$ cat config.mk
export PLATFORM = sky130hd
export DESIGN_NAME = data_ram
export DESIGN_NICKNAME = d
export VERILOG_FILES = /design/src/rtl/data_ram_pkg.sv /design/src/rtl/data_ram_wr_decode.sv /design/src/rtl/data_ram.sv
export SDC_FILE = /design/constraint.sdc
export NUM_CORES = 1
export LEC_CHECK = 0
export CAP_MARGIN = 20
export CORE_UTILIZATION = 55
export CTS_CLUSTER_SIZE = 16
export DETAILED_ROUTE_END_ITERATION = 10
export GPL_ROUTABILITY_DRIVEN = 0
export PLACE_DENSITY = 0.72
export SYNTH_ARGS = -nofsm -noshare
export SYNTH_HDL_FRONTEND = slang
export SYNTH_SLANG_ARGS = --single-unit
$ cat constraint.sdc
create_clock -name clk -period 4.58 [get_ports clk]
set_clock_uncertainty 0.1 [all_clocks]
set_input_delay 1.145 -clock clk [delete_from_list [all_inputs] [get_ports clk]]
set_output_delay 1.145 -clock clk [all_outputs]
set_load 0.01 [all_outputs]
$ cat src/rtl/data_ram_pkg.sv
// Shared CPU constants and word type, also used by the register file and ALU.
package data_ram_pkg;

  localparam int CPU_DATA_WIDTH = 8;
  localparam int CPU_ADDR_WIDTH = 4;
  localparam int CPU_RAM_DEPTH  = 2 ** CPU_ADDR_WIDTH;

  typedef logic [CPU_DATA_WIDTH-1:0] word_t;

endpackage

$ cat src/rtl/data_ram_wr_decode.sv
// One-hot write strobe per word.
// The strobe is gated by write_enable, so an unknown address with the
// enable low can never select a word.
module data_ram_wr_decode
  import data_ram_pkg::*;
#(
  parameter int ADDR_WIDTH = CPU_ADDR_WIDTH
) (
  input  logic                     write_enable,
  input  logic [ADDR_WIDTH-1:0]    address,
  output logic [2**ADDR_WIDTH-1:0] wr_sel
);

  always_comb begin
    wr_sel = '0;
    for (int i = 0; i < 2 ** ADDR_WIDTH; i++) begin
      wr_sel[i] = write_enable && (address == ADDR_WIDTH'(i));
    end
  end

endmodule

$ cat src/rtl/data_ram.sv
// Flop-based data memory for the 8-bit CPU.
// Writes are synchronous, reads are combinational, and reset clears every word.
module data_ram
  import data_ram_pkg::*;
#(
  parameter int DATA_WIDTH = CPU_DATA_WIDTH,
  parameter int ADDR_WIDTH = CPU_ADDR_WIDTH
) (
  input  logic                  clk,
  input  logic                  rst,
  input  logic                  write_enable,
  input  logic [ADDR_WIDTH-1:0] address,
  input  logic [DATA_WIDTH-1:0] data_in,
  output logic [DATA_WIDTH-1:0] data_out
);

  localparam int DEPTH = 2 ** ADDR_WIDTH;

  logic [DATA_WIDTH-1:0] mem [0:DEPTH-1];
  logic [DEPTH-1:0]      wr_sel;

  data_ram_wr_decode #(
    .ADDR_WIDTH (ADDR_WIDTH)
  ) u_wr_decode (
    .write_enable (write_enable),
    .address      (address),
    .wr_sel       (wr_sel)
  );

  // Reset wins over a same-cycle write.
  always_ff @(posedge clk) begin
    if (rst) begin
      for (int i = 0; i < DEPTH; i++) begin
        mem[i] <= '0;
      end
    end else begin
      for (int i = 0; i < DEPTH; i++) begin
        if (wr_sel[i]) begin
          mem[i] <= data_in;
        end
      end
    end
  end

  assign data_out = mem[address];

endmodule

Yosys cells after proc, flatten, opt, wreduce, memory -nomap -nowiden
Memory sizes are Yosys's and may differ from the RTL's.
Index checks and enable logic that the tools add are counted.
Widths: inputs -> output; s select.
- mux-type cells: 66
- equality and inequality tests: 15
- reduce and logical (&&, ||, !) cells: 17
- bitwise gates (word level): 16
- operators with widths (kind ; count):
    $mux 8 ; 16
    $mux 1 ; 50
    $eq 4x4->1 const B ; 8
    $eq 4x3->1 const B ; 4
    $logic_and 1x1->1 ; 16
    $or 1x1->1 ; 16
    $eq 4x2->1 const B ; 2
    $eq 4x1->1 const B ; 1
    $logic_not 4->1 ; 1
- bits in writable memories: 128
- logic and storage cells: 115
- memories: 1
- register bits: 0
- output and inout port bits: 8
- memory list (name ; depth ; bits a word ; rd ports ; clocked after Yosys merged registers in ; wr ports ; RTL line ; text):
    mem ; 16 ; 8 ; 1 ; 0 ; 16 ; data_ram.sv:19 ; logic [DATA_WIDTH-1:0] mem [0:DEPTH-1];

Longest topological paths before layout
- depth after elaboration: 6
- gate-level depth with buffers: 5
- depth with buffers taken out: 3

By module
From an unflattened synthesis, not the netlist that was laid out.
- cell total of the unflattened synthesis: 335
- area, all modules: 5683.0 um^2
- modules (own cells, without submodules) (module ; instances ; seq. area each (um^2) ; area each (um^2) ; cells an instance):
    data_ram ; 1 ; 3843.7 ; 5565.3 ; 312
    data_ram_wr_decode ; 1 ; 0.0 ; 117.6 ; 23

Worst setup path after synthesis
OpenSTA, ideal clock, no wires.
- kind: in2out
- start point: input address[0]
- end point: output data_out[1]
- slack: 1109 ps
- arrival: 2226 ps
- stages on the path: 4
- required time: 3335 ps
- cells stage by stage: buf_2 -> mux4_2 -> a22oi_1 -> nand2_1
- longest elaborated chain between the ends: 1
- ends and longest elaborated chain (item ; RTL line ; text):
    start: declaration ; data_ram.sv:12 ; input logic [ADDR_WIDTH-1:0] address,
    $mem_v2 16x8 ; n/a ;
    end: declaration ; data_ram.sv:14 ; output logic [DATA_WIDTH-1:0] data_out
Every way passes these cells.

Worst setup path after layout
- start point: input address[3]
- end point: output data_out[7]
Same word-level chain as after synthesis.

==> results by group <==
Clock network
  • TritonCTS clock tree: built
  • Quantity of gates resized following cts: 0
  • CTS Buffer Depth: 2
  • CTS Root Cell: clkbuf_8
  • Hold_buf cts: 0
  • H-tree lvl count: 4
  • Clk sink count: 128
  • TritonCTS Buffers: 17
  • CTS clk-pin slew, worst paths: about 60 ps
  • Setup bufs post-CTS: 0

Timing
  • RSZ-0062 raised after global routing: false
  • Setup Total Neg Slack: 0 ps
  • Final worst path period share: 0.965
  • Hold slack: between 1000 and 1500 ps
  • Worst-Margin Slew: around 900 ps
  • Final setup vio count: 0
  • Final Hold Fails: 0
  • Pins Over Slew Limit: 0
  • Final min period: ~4400 ps
  • Fmax: between 200 and 250 MHz
  • Max-slew headroom: 0.383

Logic synthesis
  • EDFF count, synth: 128
  • Synthesis-stage register bit count: approximately 130
  • Synthesized area: 5450 um^2
  • Syn Area/Cell: roughly 16 um^2
  • Netlist cell types: 21
  • Most frequent cell after synthesis: edfxtp_1
  • Mapped Cells: 343
  • Top-area cell type share of the netlist area: 0.706
  • Synthesized Nets: ~360
  • Synth Warn #: 0
  • Top post-synthesis cells by count: edfxtp_1, nor2_1, mux4_2, nand2b_1, nand2_1
  • Sequential area share after synthesis: 0.706
  • Synth area leader: edfxtp_1
  • Most common flop cell mapped by yosys: edfxtp_1
  • Ys async rst share: 0
  • Top area cells in the synthesized netlist: edfxtp_1, mux4_2, nor2_1

Worst setup path
  • Worst setup EP type: primary output
  • Data arrival, critical path: 3170 ps
  • Startpoint Class: primary input
  • Crit path kind: in -> out
  • Worst Path Max Fanout: 11
  • Required time of the critical path: 3340 ps

Finish
  • Area Growth Syn to Fin: 17.4%
  • Fillers: 627
  • Fin cells: about 510
  • Fin area: around 6400 um^2
  • Ratio of cells with drive above 1 in the final layout: 0.188
  • Antenna Cells: 0
  • Most flops, register: mem
  • Largest regs: mem x128
  • Max reg flops: ~130
  • Final #Nets: roughly 380

Global route
  • Gr ovfl total: 0
  • Overall Global Routing Usage: 0.255
  • Vias in the first global route: roughly 3.2k
  • Initial antenna violation count: 0
  • First-pass GRT wire length: ~18,000 um
  • Largest net degree at the start of global routing: 25

Drt
  • Via Count: between 3k and 4k
  • Total Routed Length: approximately 12,000 um
  • DRC: 0
  • Initial DRC Count: around 290
  • Vias per cell: just over 6
  • WL/cell: roughly 23 um
  • Post-DRT Antenna Nets: 0
  • DRT Pass-1 Iters: 5

Hold path
  • Worst Hold Class: in -> reg

Placement
  • Placed Area: slightly below 6000 um^2
  • PortBufs: 22
  • Detail Placement HPWL: 7740 um
  • Dpl cells: 476

Power and ir drop
  • Power per cell area: ~460 nW/um^2
  • Leakage power: ~2.2 nW
  • VDD IR max: about 0.25 mV
  • Sw Ratio: 0.207
  • Comb pwr share: 0.079
  • P_sw: about 0.62 mW
  • Tot Pwr: roughly 3 mW
  • Reg power frac: 0.470
  • Clock power share: 0.450
  • Pint: between 2 and 2.5 mW

Status
  • Outcome: completed

Die
  • Placeable Area: between 9000 and 10,000 um^2
  • Die W: about 100 um
  • Chip Height: approximately 100 um
  • Std-Cell Rows: 35
  • Io pins: 23
  • DIE AREA: about 10,000 um^2
  • Starting density of the core: 0.578

Job
  • Max-Cap Viols: 0
-- placed cells by master (no fill, tap or decap), drive strengths merged --
cell type and instances:
and2 1, clkinv 6, clkinvlp 2, nor2b 4
nor3b 1, a41o 3, nor2 82, nand2b 18
a21o 1, mux4 32, nand3 3, inv 8
and3b 2, clkdlybuf4s50 20, buf 9, edfxtp 128
nand2 17, a22oi 16, bufinv 4, a31o 1
clkbuf 19, o21bai 1
-- power by group through the flow --
stage	clock [mW]	combinational [mW]	sequential, mW
finish	1.34	0.236	1.40
global placement	0	0.234	1.41
global route	1.39	0.251	1.40
CTS	1.34	0.238	1.40
floorplan	0	0.145	1.41
detailed placement	0	0.235	1.42
-- through the flow --
step                setup WS [ps]   util
floorplan                    1110      -
finish                        162  0.679
CTS                           164  0.679
global route                 33.4  0.679
global placement              241  0.616
detailed placement            187  0.616
-- routing by layer --
metal / wire length (um) / global-route usage
met1: 4820 / 0.341
met2: 5810 / 0.402
met3: 772 / 0.0518
met4: 337 / 0.129
met5: 0 / 0
-- layout make-up --
class	instances	area, um^2	share of cell area
inverter	8	30.0	0.00470
multi-input combinational	182	1460	0.228
clock inverter	12	168	0.0262
timing repair buffer	29	313	0.0489
tap	129	161	0.0252
clock buffer	19	422	0.0660
sequential	128	3840	0.601
-- worst max-delay path, cell delays in order --
cell and delay (ps):
clkdlybuf4s50_1 600, nor2_1 580, a22oi_1 200, nand2_1 110, clkdlybuf4s50_1 530
-- final timing paths --
kind | slack (ps) | to | depth (start not counted) | startpoint
setup / recovery | 160 | data_out[7] | 5 | address[3]
hold / removal | 1410 | mem[11][0] | 3 | address[0]
-- cell families after synthesis --
family	count (synthesis)	share of synthesized area
muxes	32	0.132
AOI/OAI and AO/OA	22	0.0319
buffers and inverters	33	0.0271
and+or+nand+nor	128	0.103
DFF	128	0.706
Note: power is estimated with default switching activity, not from simulation.
